`src/rtl/freq_period_meter.sv`:
```
//----------------------------------------------------------------------------
// freq_period_meter
//
// Measures the period and the high time of a slow, asynchronous input,
// counted in clk_in cycles. The input passes through a 2-flop synchronizer.
// A third flop provides rising-edge detection. Successive rising edges
// bracket one measurement.
//
// Optional build macro: DUTY_PCT_EN. When it is defined, a sequential
// restoring divider produces floor(high*100/period). When it is not defined,
// duty_pct and duty_valid are tied to 0.
//
// Ports:
//   clk_in      in   system clock; all logic runs on its rising edge
//   rst         in   asynchronous active-high reset
//   sig_in      in   signal under measurement (asynchronous)
//   period_out  out  [CNT_W] last measured period, in clk_in cycles
//   high_out    out  [CNT_W] last measured high time, in clk_in cycles
//   meas_valid  out  one-cycle pulse when period_out/high_out update
//   timeout     out  level: no rising edge for TIMEOUT_CYC cycles
//   duty_pct    out  [7] duty cycle in integer percent, floored
//   duty_valid  out  one-cycle pulse when duty_pct updates
//
// Strobe semantics: meas_valid and duty_valid are single-cycle pulses with no
// back-pressure. The matching data outputs are valid in the pulse cycle. They
// hold their value until the next pulse, or until a timeout zeroes them.
//----------------------------------------------------------------------------
`timescale 1ns/1ps
module freq_period_meter #(
  parameter int INPUT_HZ    = 100_000_000,
  parameter int CNT_W       = 24,
  parameter int TIMEOUT_CYC = INPUT_HZ / 100
) (
  input  logic             clk_in,
  input  logic             rst,
  input  logic             sig_in,
  output logic [CNT_W-1:0] period_out,
  output logic [CNT_W-1:0] high_out,
  output logic             meas_valid,
  output logic             timeout,
  output logic [6:0]       duty_pct,
  output logic             duty_valid
);

  localparam logic ST_IDLE    = 1'b0;
  localparam logic ST_MEASURE = 1'b1;

  localparam logic [CNT_W-1:0] CNT_ONE = CNT_W'(1);
  localparam logic [CNT_W-1:0] CNT_MAX = {CNT_W{1'b1}};
  localparam logic [CNT_W-1:0] TO_VAL  = CNT_W'(TIMEOUT_CYC);

  logic             state;
  logic             s1, s2, s3;
  logic             rise;
  logic [CNT_W-1:0] per_cnt;
  logic [CNT_W-1:0] hi_cnt;

  assign rise = s2 & ~s3;

  always_ff @(posedge clk_in or posedge rst) begin
    if (rst) begin
      state      <= ST_IDLE;
      s1         <= 1'b0;
      s2         <= 1'b0;
      s3         <= 1'b0;
      per_cnt    <= '0;
      hi_cnt     <= '0;
      period_out <= '0;
      high_out   <= '0;
      meas_valid <= 1'b0;
      timeout    <= 1'b0;
    end else begin
      s1         <= sig_in;
      s2         <= s1;
      s3         <= s2;
      meas_valid <= 1'b0;
      case (state)
        ST_IDLE: begin
          // The first edge after reset or timeout only opens a window.
          if (rise) begin
            per_cnt <= CNT_ONE;
            hi_cnt  <= CNT_ONE;
            state   <= ST_MEASURE;
          end
        end
        ST_MEASURE: begin
          // An edge that lands on the timeout cycle still counts as a
          // measurement, so the edge test comes first.
          if (rise) begin
            period_out <= per_cnt;
            high_out   <= hi_cnt;
            meas_valid <= 1'b1;
            timeout    <= 1'b0;
            per_cnt    <= CNT_ONE;
            hi_cnt     <= CNT_ONE;
          end else if (per_cnt == TO_VAL) begin
            timeout    <= 1'b1;
            period_out <= '0;
            high_out   <= '0;
            state      <= ST_IDLE;
          end else begin
            if (per_cnt != CNT_MAX) per_cnt <= per_cnt + 1'b1;
            if (s2 && (hi_cnt != CNT_MAX)) hi_cnt <= hi_cnt + 1'b1;
          end
        end
        default: state <= ST_IDLE;
      endcase
    end
  end

`ifdef DUTY_PCT_EN
  localparam int DW = CNT_W + 7;

  logic          to_fire;
  logic [DW-1:0] div_rem;
  logic [DW-1:0] den_sh;
  logic [DW-1:0] rem_next;
  logic [6:0]    div_q;
  logic [6:0]    q_next;
  logic [2:0]    div_idx;
  logic          div_busy;
  logic          ge;

  // This matches the timeout branch of the FSM above.
  assign to_fire = (state == ST_MEASURE) && !rise && (per_cnt == TO_VAL);

  // There is one quotient bit per iteration, MSB first. period_out is stable
  // for the whole division. Either a new measurement aborts the division, or
  // a timeout does.
  assign den_sh   = DW'(period_out) << div_idx;
  assign ge       = (div_rem >= den_sh);
  assign rem_next = ge ? (div_rem - den_sh) : div_rem;
  assign q_next   = {div_q[5:0], ge};

  always_ff @(posedge clk_in or posedge rst) begin
    if (rst) begin
      div_rem    <= '0;
      div_q      <= '0;
      div_idx    <= '0;
      div_busy   <= 1'b0;
      duty_pct   <= '0;
      duty_valid <= 1'b0;
    end else begin
      duty_valid <= 1'b0;
      if (to_fire) begin
        div_busy <= 1'b0;
        duty_pct <= '0;
      end else if (meas_valid) begin
        div_rem  <= DW'(high_out) * DW'(100);
        div_q    <= '0;
        div_idx  <= 3'd6;
        div_busy <= 1'b1;
      end else if (div_busy) begin
        div_rem <= rem_next;
        div_q   <= q_next;
        if (div_idx == 3'd0) begin
          div_busy   <= 1'b0;
          duty_pct   <= (q_next > 7'd100) ? 7'd100 : q_next;
          duty_valid <= 1'b1;
        end else begin
          div_idx <= div_idx - 3'd1;
        end
      end
    end
  end
`else
  assign duty_pct   = 7'd0;
  assign duty_valid = 1'b0;
`endif

endmodule

```
`config.mk`:
```
export PLATFORM = sky130hd
export DESIGN_NAME = freq_period_meter
export DESIGN_NICKNAME = d
export VERILOG_FILES = /design/src/rtl/freq_period_meter.sv
export SDC_FILE = /design/constraint.sdc
export NUM_CORES = 1
export LEC_CHECK = 0
export ABC_AREA = 1
export CAP_MARGIN = 5
export CORE_MARGIN = 5
export CORE_UTILIZATION = 41
export CTS_BUF_LIST = sky130_fd_sc_hd__clkbuf_4
export CTS_CLUSTER_DIAMETER = 150
export CTS_CLUSTER_SIZE = 20
export DETAILED_ROUTE_END_ITERATION = 10
export SLEW_MARGIN = 20
export SYNTH_ARGS = -nofsm -noshare
export SYNTH_HDL_FRONTEND = slang
export SYNTH_SLANG_ARGS = --single-unit
```
`constraint.sdc`:
```
create_clock -name clk_in -period 5.16 [get_ports clk_in]
set_input_delay 0.774 -clock clk_in [delete_from_list [all_inputs] [get_ports clk_in]]
set_output_delay 0.774 -clock clk_in [all_outputs]
set_load 0.01 [all_outputs]
```
**After elaboration in Yosys (flattened, before gate mapping)**

Cells that the tools add are included.

- Register bits after elaboration: 102
- Bits of input ports: 3
- Output and inout port bits: 58
- Word-level logic and storage cells: 46

- $add $sub $neg: 2
- Equality and inequality tests: 7
- Mux-type cells: 19
- Bitwise gates (word level): 3
- Reduce and logical (&&, ||, !) cells: 5

Operator list:

| kind | number |
|---|---|
| 2-to-1 mux 24 bit | 10 |
| one-hot mux 24 bit (2 select lines) | 2 |
| adder 24 x 1 -> 24 bit (second input constant) | 2 |
| inequality test 24 bit (second input constant) | 2 |
| equality test 24 x 20 -> 1 bit (second input constant) | 1 |
| 2-to-1 mux 1 bit | 6 |
| inequality test 3 x 1 -> 1 bit (second input constant) | 2 |
| AND reduction 3 bit | 2 |
| inequality test 3 bit (second input constant) | 1 |
| inequality test 2 bit (second input constant) | 1 |
| NOT 1 bit | 2 |
| one-hot mux 1 bit (2 select lines) | 1 |
| AND reduction 2 bit | 1 |
| nonzero test 2 bit | 1 |
| AND 1 bit | 1 |
| logical AND 1 bit | 1 |

**Depth between registers and ports, before layout**

Gate-level depths: netlist (run 1).

- Depth after elaboration: 6
- Gate-level depth with buffers: 12
- Gate-level depth less buffers: 11

**Worst setup path before layout (run 1)**

Ideal clock, no wire load.

- Kind: register -> register
- Start point: reg hi_cnt[0]
- End point: reg hi_cnt[0]
- Setup time: 117 ps
- Arrival: 1562 ps
- Required time: 5043 ps
- Path slack: 3481 ps
- Stages on the path, launching flop included: 12
- Buffers on the path: 1
- Clock period less this slack: 1679 ps
- Path through: dfrtp_1 > ha_1 > nand2_2 > nor2_4 > nand2_4 > nor2_4 > a21oi_2 > nand2_4 > nand2_4 > buf_6 > nand2_1 > nand2_1

- Word-level cells in the longest chain between the ends: 5
- Elaborated cells on any way between the ends: 9
- Classes of those cells: add/sub: 1; eq/ne: 2; mux: 4; reduce/logical: 2

Ends and longest elaborated chain:

| item | RTL line | text |
|---|---|---|
| start: declaration | 56 | `logic [CNT_W-1:0] hi_cnt;` |
| start signal: assignment | 103 | `if (s2 && (hi_cnt != CNT_MAX)) hi_cnt <= hi_cnt + 1'b1;` |
| adder 24 x 1 -> 24 bit | 103 |  |
| 2-to-1 mux 24 bit | 103 |  |
| 2-to-1 mux 24 bit | 96 | `end else if (per_cnt == TO_VAL) begin` |
| 2-to-1 mux 24 bit | 89 | `if (rise) begin` |
| one-hot mux 24 bit (2 select lines) | 77 | `case (state)` |

Several ways; a longest one is shown, not always the timed one. The select of a mux whose other input is x is not followed.
A chain may end at the register's enable or synchronous reset.

**Worst setup path in the final report (run 1)**

- Start point: reg s2
- End point: reg high_out[21]

- Word-level cells in the longest chain between the ends: 3
- Elaborated cells on any way between the ends: 4
- Classes of those cells: mux: 1; bitwise: 1; reduce/logical: 2

Ends and longest elaborated chain:

| item | RTL line | text |
|---|---|---|
| start: declaration | 53 | `logic s1, s2, s3;` |
| start signal: assignment | 64 | `s2 <= 1'b0;` |
| start signal: assignment | 74 | `s2 <= s1;` |
| AND 1 bit * | 58 | `assign rise = s2 & ~s3;` |
| nonzero test 2 bit (no source line) | n/a |  |
| AND reduction 2 bit (no source line) | n/a |  |
| end signal: assignment | 91 | `high_out <= hi_cnt;` |
| end: declaration | 38 | `output logic [CNT_W-1:0] high_out,` |

Every way passes the cells marked *; elsewhere a longest branch is shown, timed or not.

==> results of run 1 <==
==> power by group <==
group | switching, uW | internal, uW | total (uW)
clock | 252 | 148 | 400
sequential | 55.0 | 843 | 898
combinational | 134 | 84.8 | 219
total | 441 | 1080 | 1520
==> routing by layer <==
metal / vias up / share of wire, %
met5: - / 0
met3: 16 / 4.0
met2: 104 / 40
li1: 2539 / -
met1: 2335 / 55
met4: 0 / 1.7
==> synth_stat cells <==
library cell	instances
sky130_fd_sc_hd__o211ai_1	2
sky130_fd_sc_hd__a211oi_1	1
sky130_fd_sc_hd__clkinv_1	1
sky130_fd_sc_hd__or2_2	3
sky130_fd_sc_hd__nand2_2	3
sky130_fd_sc_hd__inv_2	2
sky130_fd_sc_hd__xnor2_1	6
sky130_fd_sc_hd__buf_1	4
sky130_fd_sc_hd__dfrtp_1	102
sky130_fd_sc_hd__buf_6	7
sky130_fd_sc_hd__nor2_1	107
sky130_fd_sc_hd__nor3_1	11
sky130_fd_sc_hd__xor2_1	9
sky130_fd_sc_hd__nand2_4	3
sky130_fd_sc_hd__a21oi_2	1
sky130_fd_sc_hd__clkbuf_1	14
sky130_fd_sc_hd__nor2_4	3
sky130_fd_sc_hd__inv_1	48
sky130_fd_sc_hd__nor2_2	6
sky130_fd_sc_hd__nand3_1	99
sky130_fd_sc_hd__nor3b_1	1
sky130_fd_sc_hd__a21oi_1	7
sky130_fd_sc_hd__nand2_1	290
sky130_fd_sc_hd__buf_2	8
sky130_fd_sc_hd__o21ai_0	33
sky130_fd_sc_hd__ha_1	3
sky130_fd_sc_hd__buf_4	8
sky130_fd_sc_hd__nand4_1	6
sky130_fd_sc_hd__conb_1	1
==> logic make-up (layout without fill, tap and decap cells) <==
family                   count (synthesis)  after routing  synth area share (%)
buffers and inverters                   92            121                  7.79
AO/OA/AOI/OAI                           44             44                  4.12
flip-flops                             102            102                  45.4
adder cells (fa/ha/maj)                  3              3                 0.668
AND/OR/NAND/NOR                        532            532                  39.6
XOR/XNOR                                15             15                  2.34
other                                    1              8                0.0667
==> final cells by class <==
class	instances	area, um^2	area share (%)
multi-input combinational	602	2660	42.3
sequential	102	2550	40.6
timing repair buffer	54	536	8.51
tap	176	220	3.50
inverter	51	195	3.10
clock buffer	10	75.1	1.19
clock inverter	6	52.6	0.835
==> registers in the layout (all words and copies together) (netlist names) <==
register,cells
s2,1
period_out,24
timeout,1
state,1
meas_valid,1
hi_cnt,24
s3,1
per_cnt,24
high_out,24
s1,1
==> cells in the final DEF (no fill, tap or decap), types with 3 or more instances in the layout <==
cell type	Yosys	routed
sky130_fd_sc_hd__ha_1	3	3
sky130_fd_sc_hd__nand2_1	290	290
sky130_fd_sc_hd__clkinv_1	1	3
sky130_fd_sc_hd__clkdlybuf4s50_1	0	52
sky130_fd_sc_hd__inv_1	48	46
sky130_fd_sc_hd__xnor2_1	6	6
sky130_fd_sc_hd__nor3_1	11	11
sky130_fd_sc_hd__dfrtp_1	102	102
sky130_fd_sc_hd__xor2_1	9	9
sky130_fd_sc_hd__clkbuf_4	0	10
sky130_fd_sc_hd__o21ai_0	33	33
sky130_fd_sc_hd__clkinv_2	0	4
sky130_fd_sc_hd__nor2_4	3	3
sky130_fd_sc_hd__nand2_2	3	3
sky130_fd_sc_hd__conb_1	1	8
sky130_fd_sc_hd__nand4_1	6	6
sky130_fd_sc_hd__nand3_1	99	99
sky130_fd_sc_hd__nor2_2	6	6
sky130_fd_sc_hd__nor2_1	107	107
sky130_fd_sc_hd__a21oi_1	7	7
sky130_fd_sc_hd__nand2_4	3	3
sky130_fd_sc_hd__or2_2	3	3
==> worst paths after layout <==
kind,from,end,slack (ps),depth (start not counted)
max,s2,high_out[21],1740,7
min,s1,s2,370,0
max reg2reg,s2,high_out[21],1740,7
min reg2reg,s1,s2,370,0
max in group asynchronous,rst,hi_cnt[19],3360,3
min in group asynchronous,rst,period_out[9],810,2
==> per-stage QoR <==
step                hold slack (ps)  setup slack (ps)  total power (uW)  util (%)  instance area [um^2]
floorplan                       331              1710              1050         -                  5650
global placement                335              2270              1130      46.2                  6160
detailed placement              343              2080              1130      46.2                  6160
CTS                             375              2070              1530      47.1                  6290
global route                    408              1260              1610      47.1                  6290
finish                          371              1740              1520      47.1                  6290
==> reports/results.txt, run 1 <==
The met3 track utilization from global routing was 2.75%. The path category of the worst min-delay check is flip-flop to flip-flop. The number of gates resized after cts was 0.

Data arrives at the worst endpoint at 3740 ps. Once placement completed, the tool counted placed cells totaling 985. The H-tree depth is 3. The share of post-route cells with drive strength above 1 came out at 4.73%.

The number of unique standard cell types used by synthesis was 29. The tools report the non-filler instance count after layout as 1001. Routability-driven placement finished with a final weighted congestion of 0.976.

After technology mapping, the gate count stands at 789. The logs give 4994 for the total via count in the routed design and 9.79 mm for the total half-perimeter wirelength after legalization and detailed placement. The tools report the count of final max-slew check failures as 0. Using the TritonRoute via totals, the vias-per-cell ratio works out to 4.99. The synthesized design contains 102 register bits.

Type of the worst setup path: flip-flop to flip-flop. The tools report the global-route wire length before repair as 22.9 mm. The detail route stage leaves a number of antenna-violating nets equal to 0. The worst path uses 66.2% of the clock period. The logs give 0 for the number of violations of the max-capacitance limit and 0 for the number of antenna cells inserted.

Global routing used 17.4% of the available tracks. Setup repair after global routing left no endpoint under its margin. The tools report the number of antenna violations at the first check in global routing as 0. The tools report the cts-stage hold buffer count as 0.

The share of Yosys cell area claimed by the top area cell type was 45.4%; the total congestion overflow was 0. For the final database, setup skew stands at 17.3 ps. In the post-synthesis netlist, the biggest area contributors are sky130_fd_sc_hd__dfrtp_1, sky130_fd_sc_hd__nand2_1, sky130_fd_sc_hd__nand3_1, sky130_fd_sc_hd__nor2_1, sky130_fd_sc_hd__inv_1. The run gives 13.6 mm as the total routed wirelength.

STA classifies the critical path endpoint as a flip-flop. In this run the static leakage power is 0.00294 uW. In the global route stage, met1 resource usage came out at 26.7%.

IR analysis of the VDD net gives a maximum drop of 0.000114 V. The power density of the placed cells was 241 nW/um^2. The floorplan step defined a die boundary enclosing 16200 um^2.

The number of buffers and inverters on the critical path is 3, and the number of input and output port buffers inserted is 52. Fill cells in the final layout number 1397. After clock tree synthesis, the clock-pin slew on the worst setup and hold paths is 150 ps. The post-synthesis instance area is 5620 um^2, and the largest driver fanout on the critical path is 75. The via count of the first global-routing pass came out at 4563.

Layer carrying the most global-route usage: met1. Master cell of the clock root buffer: sky130_fd_sc_hd__clkbuf_4. Relative to the synthesized area, the layout overhead comes to 11.9%.

In the final design database the tool counted 826 nets. In the final routed layout, each cell accounts on average for 13.5 um. In this run the count of I/O pins placed on the die edge is 61. The smallest clock period supported by the final layout is computed as 3420 ps.

The hold violation total from the final report is 0. The number of buffers added for setup after CTS was 0. The clock buffer count from CTS is 9, and the die extent in x is 127 um.

After synthesis, the mean cell area works out to 7.13 um^2. The total number of yosys warnings is 0, and the DRC violation total after the first TritonRoute iteration is 311. In the routed design, unresolved DRC markers number 0. Measured against its own limit, the worst slew margin works out to 37.8%. The critical path goes through inv_1 > nor2_1 > inv_1 > nor2_2 > clkinv_2 > nand3_1 > o21ai_0. On the critical path the largest part of the delay comes from buffers and inverters.

The cell repeated most along the worst path was sky130_fd_sc_hd__inv_1. TritonCTS built the clock tree. STA puts the critical path data required time at 5490 ps. On the worst path, the slowest cell contributes a delay of 940 ps. For this run, the register share of the synthesized area comes to 45.4%. The logs give 460 ps for the source-to-sink clock delay at the later pin of the worst-skew pair and 5 for the number of detailed-route iterations in the first pass.

The placeable core region was 13300 um^2; the initial cell density of the core was 42.1%. In this run the vertical extent of the chip is 127 um. Entering global routing, the biggest net connects 76 pins. The run gives 0 ps as the total negative slack. Top cell type by total area after synthesis: sky130_fd_sc_hd__dfrtp_1. In this run the core area contains 42 standard-cell rows. Among all stages on the critical path, the largest delay is contributed by sky130_fd_sc_hd__clkinv_2. The pin slew with the least headroom to its limit works out to 933 ps. For the clock net sink count, the log shows 102.

The flow ran to the end, and the final reports show no timing, DRC or antenna violations. The final count of negative-setup-slack endpoints was 0. The startpoint type of the worst setup path is a flip-flop. Global routing consumed, on the met2 layer, 24.7% of the routing resources. Counting along the longest clock path gives a buffer depth of 2. Peak clock frequency supported by timing: 293 MHz.
Power figures use the tool's default switching activity.
==> inputs of run 2 (changes only) <==
- clock period: 5.16 -> 2.8 ns (I/O delays scaled with it)
==> run 2 against run 1 <==
Against the previous run: final cell count increased by 0.50%; clock power increased by 86%; non-clock buffer count increased by 5; core utilization increased by 0.52 points.
==> reports/results.txt, run 2 (synthesis results as in run 1) <==
The final critical path time including I/O delays and setup was 2140 ps (-1280 ps). The root buffer cell chosen for the clock tree is sky130_fd_sc_hd__clkbuf_4. The count of final max-slew check failures was 0 (unchanged); the maximum number of pins on one net before global-route repair was 76 (unchanged). The arrival time at the worst endpoint is 2490 ps (-1250 ps), and the clock buffer count from CTS is 9 (unchanged). Leaving out fill and tap cells, the most frequent cell in the layout is sky130_fd_sc_hd__nand2_1. The critical path is of the flip-flop to flip-flop type. The final cycle utilization of the critical path was 76.3% (+10 points); the number of rows in the core area was 42 (unchanged). The internal reg-to-reg setup slack is 660 ps (-1080 ps), and the number of antenna violations at the first check in global routing is 0 (unchanged).

The logs give 5011 (+0.34%) for the total via count in the routed design and 102 (unchanged) for the clock net sink count. The initial cell density of the core came out at 42.1% (unchanged). The run gives 3 (unchanged) as the H-tree depth. The cell leakage power is 0.00295 uW (+0.57%). The number of buffers and inverters on the critical path is 0 (-3). The final estimated routing congestion in global placement was 0.959 (-1.7%); the number of filler cells placed in the layout was 1384 (-0.93%). For the number of antenna cells inserted, the log shows 0 (unchanged). Final count of negative-setup-slack endpoints: 0 (unchanged).

Source-to-sink clock delay at the later pin of the worst-skew pair: 470 ps (about the same). Delay of the slowest critical-path stage: 490 ps (-450 ps). The number of cell instances on the worst register-to-register path was 10 (+3).

The startpoint type of the worst setup path was a flip-flop. Total negative slack: 0 ps (unchanged). The number of gates resized after cts was 0 (unchanged). Element type at the critical path end: a flip-flop.

The number of detailed-route iterations in the first pass is 5 (unchanged). In this run the worst hold path is classified as primary input to async pin. The final net count is 831 (+0.61%).

Grouping stages by cell kind, the critical path spends the most delay in simple AND/OR/NAND/NOR gates. The number of gates on the worst path with buffers counted came out at 10 (+3). The total power is 2810 uW (+85%). The number of input and output port buffers inserted was 52 (unchanged).

The clock edge transition at the registers on the reported setup and hold paths was 150 ps (about the same). The worst vdd rail ir drop was 0.000227 V (+99%); the global-route wire length before repair was 23.9 mm (+4.2%). The power density of the placed cells is 442 nW/um^2 (+83%).

The routed wire length per instance was 13.8 um (+2.2%); the DRC violation count after routing was 0 (unchanged). The placeable core region is 13300 um^2 (unchanged), and the die extent in x is 127 um (unchanged). The standard cell with the maximum stage delay on the critical path was sky130_fd_sc_hd__dfrtp_1. The largest driver fanout on the critical path works out to 25 (-67%). Data required time at the worst endpoint: 3160 ps (-2330 ps). Number of nets with antenna violations after routing: 0 (unchanged).

The flow ran to the end, and the final reports show no timing, DRC or antenna violations. For the die area, the log shows 16200 um^2 (unchanged). The maximum number of buffers from clock root to sink was 2 (unchanged); the layout overhead on the synthesized area was 13.1%. In the layout the commonest cells are sky130_fd_sc_hd__nand2_1, sky130_fd_sc_hd__nor2_1, sky130_fd_sc_hd__dfrtp_1.

The logs give 0 (unchanged) for the hold violation total from the final report and 0 (unchanged) for the number of violations of the max-capacitance limit. The tools report the cts-stage hold buffer count as 0 (unchanged). Setup repair after global routing left no endpoint under its margin. For the top-level port count, the log shows 61 (unchanged).

The tools report the peak clock frequency supported by timing as 468 MHz (+60%). The share of post-route cells with drive strength above 1 is 5.30% (+0.57 points), and the detailed-route vias per instance is 4.98 (-0.16%). The cell that appears most often on the critical path is sky130_fd_sc_hd__nand2_4. TritonCTS built the clock tree. The pin slew with the least headroom to its limit was 851 ps (-81.8 ps); the global router's overall resource usage was 18.1% (+0.76 points).

The tools report the DRC violation total after the first TritonRoute iteration as 330 (+6.1%). The run gives 43.3% (+5.5 points) as the max-slew headroom at the worst pin. The tools report the via count of the first global-routing pass as 4671 (+2.4%). The run gives 10.3 mm (+5.0%) as the total half-perimeter wirelength after legalization and detailed placement. The vertical die dimension is 127 um (unchanged), and the number of buffers added for setup after CTS is 0 (unchanged). For the total congestion overflow, the log shows 0 (unchanged). Walking the worst path, the cells encountered are ha_1 > nand2_2 > nor2_4 > nand2_4 > nor2_4 > a21oi_2 > nand2_4 > nand2_4 > nand2_1 > nand2_1. For the final setup skew, the log shows 21.2 ps (+3.90 ps). The total routed wirelength came out at 13.9 mm (+2.7%).
[run 2: final cells by class]
class	instances	area, um^2	share of cell area, %
Multi-Input combinational cell	602	2660	41.8
Sequential cell	102	2550	40.1
Timing Repair Buffer	59	598	9.41
Tap cell	176	220	3.46
Inverter	51	196	3.09
Clock buffer	9	67.6	1.06
Clock inverter	7	65.1	1.02
[run 2: where the power goes]
group	internal [uW]	leakage, uW	total [uW]	switching (uW)
sequential	1550	0.00139	1650	101
combinational	164	0.00150	415	251
clock	265	0.0000630	743	478
total	1980	0.00295	2810	831
[run 2: per-stage QoR]
step / std cells / utilization (%) / hold WS (ps) / worst slack, ps / cell area (um^2)
finish: 1006 / 47.6 / 366 / 664 / 6360
global route: 1006 / 47.6 / 339 / 413 / 6360
CTS: 1006 / 47.6 / 343 / 667 / 6360
global placement: 990 / 46.6 / 337 / 826 / 6220
detailed placement: 990 / 46.6 / 348 / 704 / 6220
floorplan: 796 / - / 331 / 1120 / 5650
[run 2: layer usage]
layer	wire, um	up-vias	GRT usage [%]
met5	0	-	0
met4	149	0	5.24
met3	764	10	3.30
met2	5780	121	26.6
met1	7220	2333	27.4
li1	-	2547	-
[run 2: worst paths after layout]
path / startpoint / endpoint
worst max-delay path: hi_cnt[0] / hi_cnt[2]
worst min-delay path: rst / period_out[5]
worst max register to register: hi_cnt[0] / hi_cnt[2]
worst min register to register: s1 / s2
max in group asynchronous: rst / hi_cnt[18]
min in group clk_in: s1 / s2
